## config.mk

```make
export PLATFORM = sky130hd
export DESIGN_NAME = keypad_scanner_flat
export DESIGN_NICKNAME = d
export VERILOG_FILES = /design/src/rtl/keypad_scanner_if.sv /design/src/rtl/keypad_scanner.sv /design/src/flat_wrapper.sv
export SDC_FILE = /design/constraint.sdc
export NUM_CORES = 1
export LEC_CHECK = 0
export CORE_MARGIN = 8
export CORE_UTILIZATION = 35
export DETAILED_ROUTE_END_ITERATION = 7
export DONT_BUFFER_PORTS = 1
export GPL_TIMING_DRIVEN = 1
export SETUP_SLACK_MARGIN = 0.2
export SKIP_LAST_GASP = 1
export SYNTH_ARGS = -nofsm -noshare
export SYNTH_HDL_FRONTEND = slang
export SYNTH_SLANG_ARGS = --single-unit
```

## constraint.sdc

```tcl
create_clock -name clk -period 6.95 [get_ports clk]
set_clock_uncertainty 0.15 [all_clocks]
set_input_delay 1.39 -clock clk [delete_from_list [all_inputs] [get_ports clk]]
set_output_delay 1.39 -clock clk [all_outputs]
set_load 0.02 [all_outputs]
```

## src/rtl/keypad_scanner_if.sv

```systemverilog
// Keypad pins plus the MCU-facing key code, interrupt and debug state.
// master = scanner side, slave = keypad/MCU side.
interface keypad_scanner_if;
  logic       A, C, E;
  logic       B, G, F, D;
  logic [3:0] data;
  logic       interrupt;
  logic [2:0] statePMOD;

  modport master (
    input  A, C, E,
    output B, G, F, D, data, interrupt, statePMOD
  );

  modport slave (
    output A, C, E,
    input  B, G, F, D, data, interrupt, statePMOD
  );
endinterface

```

## src/rtl/keypad_scanner.sv

```systemverilog
// 3x4 keypad scanner: row stepping, whole-scan debounce,
// one latched code and one interrupt pulse per press.
module keypad_scanner #(
  parameter int SCAN_DIV       = 100_000,
  parameter int DEBOUNCE_SCANS = 8,
  parameter int INT_CYCLES     = 8
) (
  input logic              clk,
  input logic              reset,
  keypad_scanner_if.master kp
);

  localparam int CW = $clog2(SCAN_DIV);
  localparam int SW = $clog2(DEBOUNCE_SCANS + 1);
  localparam int IW = (INT_CYCLES > 2) ? $clog2(INT_CYCLES) : 1;

  localparam logic [4:0] NONE  = 5'h10;
  localparam logic [4:0] MULTI = 5'h11;

  typedef enum logic [2:0] {
    IDLE     = 3'b000,
    ANNOUNCE = 3'b001,
    HELD     = 3'b010
  } state_t;

  state_t          state_q, state_d;
  logic [1:0]      row_q;
  logic [CW-1:0]   div_q;
  logic [2:0]      col_s1, col_s2;
  logic [1:0]      acc_n;
  logic [3:0]      acc_code;
  logic [4:0]      prev_res;
  logic [SW-1:0]   stab_q;
  logic [IW-1:0]   int_cnt;
  logic [3:0]      data_q;
  logic            int_q;
  logic            load, stab_clr;

  logic            dwell_end, scan_end, stable;
  logic [1:0]      row_n, tot_n;
  logic [2:0]      sum;
  logic [3:0]      code_nx;
  logic [4:0]      res;

  function automatic logic [3:0] key_code(
    input logic [1:0] r,
    input logic [2:0] c
  );
    logic [1:0] ci;
    logic [3:0] k;
    ci = c[2] ? 2'd0 : (c[1] ? 2'd1 : 2'd2);
    case (r)
      2'd0:    k = 4'd1 + {2'b0, ci};
      2'd1:    k = 4'd4 + {2'b0, ci};
      2'd2:    k = 4'd7 + {2'b0, ci};
      default: k = (ci == 2'd0) ? 4'hA :
                   (ci == 2'd1) ? 4'h0 : 4'hB;
    endcase
    return k;
  endfunction

  assign dwell_end = div_q == CW'(SCAN_DIV - 1);
  assign scan_end  = dwell_end && (row_q == 2'd3);
  assign stable    = stab_q == SW'(DEBOUNCE_SCANS);

  always_comb begin
    row_n   = {1'b0, col_s2[2]} + {1'b0, col_s2[1]}
            + {1'b0, col_s2[0]};
    sum     = {1'b0, acc_n} + {1'b0, row_n};
    tot_n   = (sum >= 3'd2) ? 2'd2 : sum[1:0];
    code_nx = (row_n == 2'd1) ? key_code(row_q, col_s2)
                              : acc_code;
    res     = (tot_n == 2'd0) ? NONE :
              (tot_n == 2'd1) ? {1'b0, code_nx} : MULTI;
  end

  always_ff @(posedge clk or posedge reset) begin
    if (reset) begin
      div_q  <= '0;
      row_q  <= 2'd0;
      col_s1 <= 3'b0;
      col_s2 <= 3'b0;
    end else begin
      col_s1 <= {kp.C, kp.A, kp.E};
      col_s2 <= col_s1;
      if (dwell_end) begin
        div_q <= '0;
        row_q <= row_q + 2'd1;
      end else begin
        div_q <= div_q + CW'(1);
      end
    end
  end

  // Per-scan accumulation; res folds in the final row.
  always_ff @(posedge clk or posedge reset) begin
    if (reset) begin
      acc_n    <= 2'd0;
      acc_code <= 4'd0;
      prev_res <= NONE;
      stab_q   <= '0;
    end else begin
      if (dwell_end) begin
        acc_n    <= scan_end ? 2'd0 : tot_n;
        acc_code <= scan_end ? 4'd0 : code_nx;
      end
      if (scan_end)
        prev_res <= res;
      if (stab_clr)
        stab_q <= '0;
      else if (scan_end) begin
        if (res == prev_res && res != MULTI)
          stab_q <= stable ? stab_q : stab_q + SW'(1);
        else
          stab_q <= SW'(1);
      end
    end
  end

  always_comb begin
    state_d  = state_q;
    load     = 1'b0;
    stab_clr = 1'b0;
    unique case (state_q)
      IDLE: begin
        if (stable && !prev_res[4]) begin
          load    = 1'b1;
          state_d = ANNOUNCE;
        end
      end
      ANNOUNCE: begin
        if (int_cnt == IW'(INT_CYCLES - 1))
          state_d = HELD;
      end
      HELD: begin
        if (stable && prev_res == NONE) begin
          stab_clr = 1'b1;
          state_d  = IDLE;
        end
      end
      default: state_d = IDLE;
    endcase
  end

  // Interrupt trails state by one edge so data is settled first.
  always_ff @(posedge clk or posedge reset) begin
    if (reset) begin
      state_q <= IDLE;
      int_cnt <= '0;
      data_q  <= 4'hF;
      int_q   <= 1'b0;
    end else begin
      state_q <= state_d;
      int_q   <= state_q == ANNOUNCE;
      int_cnt <= (state_q == ANNOUNCE) ? int_cnt + IW'(1) : '0;
      if (load)
        data_q <= prev_res[3:0];
    end
  end

  assign kp.B         = row_q == 2'd0;
  assign kp.G         = row_q == 2'd1;
  assign kp.F         = row_q == 2'd2;
  assign kp.D         = row_q == 2'd3;
  assign kp.data      = data_q;
  assign kp.interrupt = int_q;
  assign kp.statePMOD = state_q;

endmodule
```

## src/flat_wrapper.sv

```systemverilog
// flat-port wrapper written by rule: the top's interface ports become plain ports
module keypad_scanner_flat 
#(
  parameter int SCAN_DIV       = 100_000,
  parameter int DEBOUNCE_SCANS = 8,
  parameter int INT_CYCLES     = 8
)
  (clk, reset, kp_A, kp_C, kp_E, kp_B, kp_G, kp_F, kp_D, kp_data, kp_interrupt, kp_statePMOD);
  keypad_scanner_if kp_i ();
  input logic clk;
  input logic reset;
  input wire logic [$bits(kp_i.A)-1:0] kp_A;
  input wire logic [$bits(kp_i.C)-1:0] kp_C;
  input wire logic [$bits(kp_i.E)-1:0] kp_E;
  output wire logic [$bits(kp_i.B)-1:0] kp_B;
  output wire logic [$bits(kp_i.G)-1:0] kp_G;
  output wire logic [$bits(kp_i.F)-1:0] kp_F;
  output wire logic [$bits(kp_i.D)-1:0] kp_D;
  output wire logic [$bits(kp_i.data)-1:0] kp_data;
  output wire logic [$bits(kp_i.interrupt)-1:0] kp_interrupt;
  output wire logic [$bits(kp_i.statePMOD)-1:0] kp_statePMOD;
  assign kp_i.A = kp_A;
  assign kp_i.C = kp_C;
  assign kp_i.E = kp_E;
  assign kp_B = kp_i.B;
  assign kp_G = kp_i.G;
  assign kp_F = kp_i.F;
  assign kp_D = kp_i.D;
  assign kp_data = kp_i.data;
  assign kp_interrupt = kp_i.interrupt;
  assign kp_statePMOD = kp_i.statePMOD;
  keypad_scanner #(.SCAN_DIV(SCAN_DIV), .DEBOUNCE_SCANS(DEBOUNCE_SCANS), .INT_CYCLES(INT_CYCLES)) u_core (.clk(clk), .reset(reset), .kp(kp_i));
endmodule
```

==> impl_metrics.toml <==
[synthesis]
netlist_top_cells_area = "dfrtp_1 43%, ha_1 5.7%, dfstp_2 5.0%, xnor2_1 3.3%, nand2_1 3.3%"
netlist_area_um2 = 2640
ys_ff_latch = 50
ys_top_cells_by_count = "45 x dfrtp_1, 23 x nand2_1, 19 x nor2_1, 13 x inv_1, 13 x nand3_1"
synthFlopType = "dfrtp_1"
synth_most_common_cell = "dfrtp_1"
synth_cell_types = 58
synthCells = 251
ys_seq_area_share_pct = 47.6
ys_warn_count = 0
syn_nets = 270
syn_area_per_cell_um2 = 10.5
yosys.area.top_type = "dfrtp_1"
synth_top_area_share_pct = 42.6
synth_edf_count = 0
async_flop_share_pct = 100

[power]
internal_power_w = 0.000409
sw_frac_of_total_pct = 21.9
peakVddDrop_uv = 91.3
p_leak_nw = 1.24
comb_power_share_pct = 5.8
power_switching_w = 0.000115
seq_power_share_pct = 56.1
p_clk_share_pct = 38.1
power_per_cell_area_nw_per_um2 = 185

[die]
start_util_pct = 36.3
die_h_um = 103
core-area_um2 = 7290
die_w_um = 103
ios = 17
rows = 31
die_area_um2 = 10600

[sta]
timing.hold.ws_ns = 0.203
rsz0062_at_grt = "no"
layout_min_cycle_time_ns = 3.29
maxSlewViolCount = 0
timing_hold_violations_final = 0
fmax_mhz = 304
fin_setup_tns_ns = 0
setup_viol = 0
tightest_slew_ns = 0.991
period_share_pct = 47.3
relSlewSlack_pct = 33.8

[drt]
ant_nets = 0
routed-via-count = 1737
drc = 0
wl_per_cell_um = 13.2
viasPerCell = 4.96
firstDrtPassIters = 4
wl_um = 4610
drt_iter0_markers = 81

[grt]
grtUsageTotal_pct = 9.76
antenna_found_initial = 0
grt_max_degree = 51
grt_pass1_wl_um = 8200
grt.overflow.total = 0
grt_pass1_vias = 1724

[setup_path]
rrSetupSlack_ns = 3.66
worstSetupStartpointType = "flip-flop"
reg2reg_from = "u_core.col_s2[1]$_DFF_PP0_"
worstPathMaxFanout = 6
worst_path_most_repeated_cell = "fa_1"
crit_path_end_kind = "flip-flop"
crit_required_ns = 6.98
cp.arrival_ns = 3.31
reg2reg_depth = 10
slowest_delay_ns = 0.60
r2r-end = "u_core.stab_q[0]$_DFFE_PP0P_"
crit_start = "u_core.col_s2[1]$_DFF_PP0_"
crit_slowest_cell = "fa_1"
endpoint = "u_core.stab_q[0]$_DFFE_PP0P_"
crit_type = "reg -> reg"
cp_cell_sequence = "fa_1 > ha_1 > inv_1 > fa_1 > nand3_1 > o31a_1 > a211oi_2 > nand4_2 > o21bai_1 > a21oi_1"

[clock_tree]
cts.path.max_buffers = 2
cts.sinks = 50
cts_tree = "done"
cts-root-buf = "clkbuf_8"
ctsResizeCount = 0
cts_setup_buffers = 0
cts_hold_buf = 0
clock_latency_ns = 0.29
numCtsBuffers = 5
htreeDepth = 2
path_clk_slew_ns = 0.09

[worst_hold_path]
hp-start = "u_core.col_s1[2]$_DFF_PP0_"
hold_class = "reg -> reg"

[final_layout]
syn_to_final_growth_pct = 7.15
final_cell_area_um2 = 2830
stdcell_count = 350
drive_above_1_share_pct = 13.1
nets = 269
antenna_cells = 0
fin_util_pct = 38.8

[placement]
placed_cell_area_um2 = 2720
place_inst = 342
place.gp.congestion = 0.744
numPortBuffers = 0
dp_hpwl_um = 3390

[run_status]
outcome = "completed"

[job]
cap_violations = 0
==> flip-flops by register name, summed over array words and instances, names as in the netlist <==
name                 flops
u_core.kp.data           4
u_core.col_s2            3
u_core.acc_code          4
u_core.div_q            17
u_core.acc_n             2
u_core.int_cnt           3
u_core.col_s1            3
u_core.prev_res          5
u_core.row_q             2
u_core.kp.interrupt      1
u_core.kp.statePMOD      2
u_core.stab_q            4
==> cell type report <==
class	count	area, um^2
clock buffers	6	72.6
clock inverters	2	37.5
fillers	768	4460
inverters	13	48.8
multi-input cells	180	1290
flip-flops and latches	50	1260
well taps	99	124
==> worst min-delay path by stage <==
stage,endpoint,slack (ns),cells after the start
2_1_floorplan,u_core.col_s2[0]$_DFF_PP0_,0.18,0
3_3_place_gp,u_core.col_s2[2]$_DFF_PP0_,0.19,0
3_5_place_dp,u_core.col_s2[2]$_DFF_PP0_,0.19,0
4_1_cts,u_core.col_s2[2]$_DFF_PP0_,0.21,0
5_1_grt,u_core.col_s2[0]$_DFF_PP0_,0.21,0
6_report,u_core.col_s2[2]$_DFF_PP0_,0.20,0
==> power by group through the flow <==
stage	Sequential, W	Combinational, W	Clock [W]
2_1_floorplan	0.000299	0.0000259	0
3_3_place_gp	0.000299	0.0000305	0
3_5_place_dp	0.000300	0.0000310	0
4_1_cts	0.000294	0.0000310	0.000211
5_1_grt	0.000294	0.0000349	0.000224
6_report	0.000294	0.0000302	0.000200
==> critical path, delay by kind of cell (launching register included) <==
family	cells	cell delay (ns)
AOI/OAI and AO/OA	4	0.83
adders and majority gates	3	1.29
buffers and inverters	1	0.05
DFF	1	0.45
and+or+nand+nor	2	0.39
==> cell usage in the layout, fill, tap and decap left out, types with 3 or more instances in the layout <==
cell	netlist	layout
a21oi_1	5	5
nand4_1	3	3
nor3_1	5	5
dfstp_2	5	5
nand3_1	13	13
nor4_1	3	3
clkbuf_8	0	5
nand2_1	23	23
xor2_1	8	8
dfrtp_1	45	45
and3_1	3	3
inv_1	13	12
nor2_1	19	19
and2_1	6	6
ha_1	12	12
mux2_2	5	5
o21ai_0	11	11
xnor2_1	10	10
nor2b_1	5	5
nand2b_1	4	4
==> routing by layer <==
metal | part of all wire (%) | global-route usage [%] | up-vias | routed length, um
li1 | - | - | 869 | -
met1 | 47 | 12.3 | 841 | 2150
met2 | 48 | 15.8 | 25 | 2200
met3 | 5.2 | 3.24 | 2 | 238
met4 | 0.35 | 2.00 | 0 | 16
met5 | 0 | 0 | - | 0
==> metrics by stage <==
| stage | worst slack, ns | total power, W |
|---|---|---|
| 3_5_place_dp | 3.68 | 0.000331 |
| 2_1_floorplan | 3.94 | 0.000325 |
| 4_1_cts | 3.68 | 0.000536 |
| 3_3_place_gp | 3.80 | 0.000330 |
| 6_report | 3.66 | 0.000524 |
| 5_1_grt | 3.47 | 0.000553 |
==> cells by family after synthesis <==
group	after synthesis	share of synthesized area, %
buffers and inverters	21	3.55
AOI/OAI and AO/OA	38	10.4
and+or+nand+nor	103	22.7
other	1	0.142
DFF	50	47.6
adders and majority gates	14	7.19
xor gates and xnor gates	18	5.96
muxes	6	2.51
Note: power is estimated with default switching activity, not from simulation.
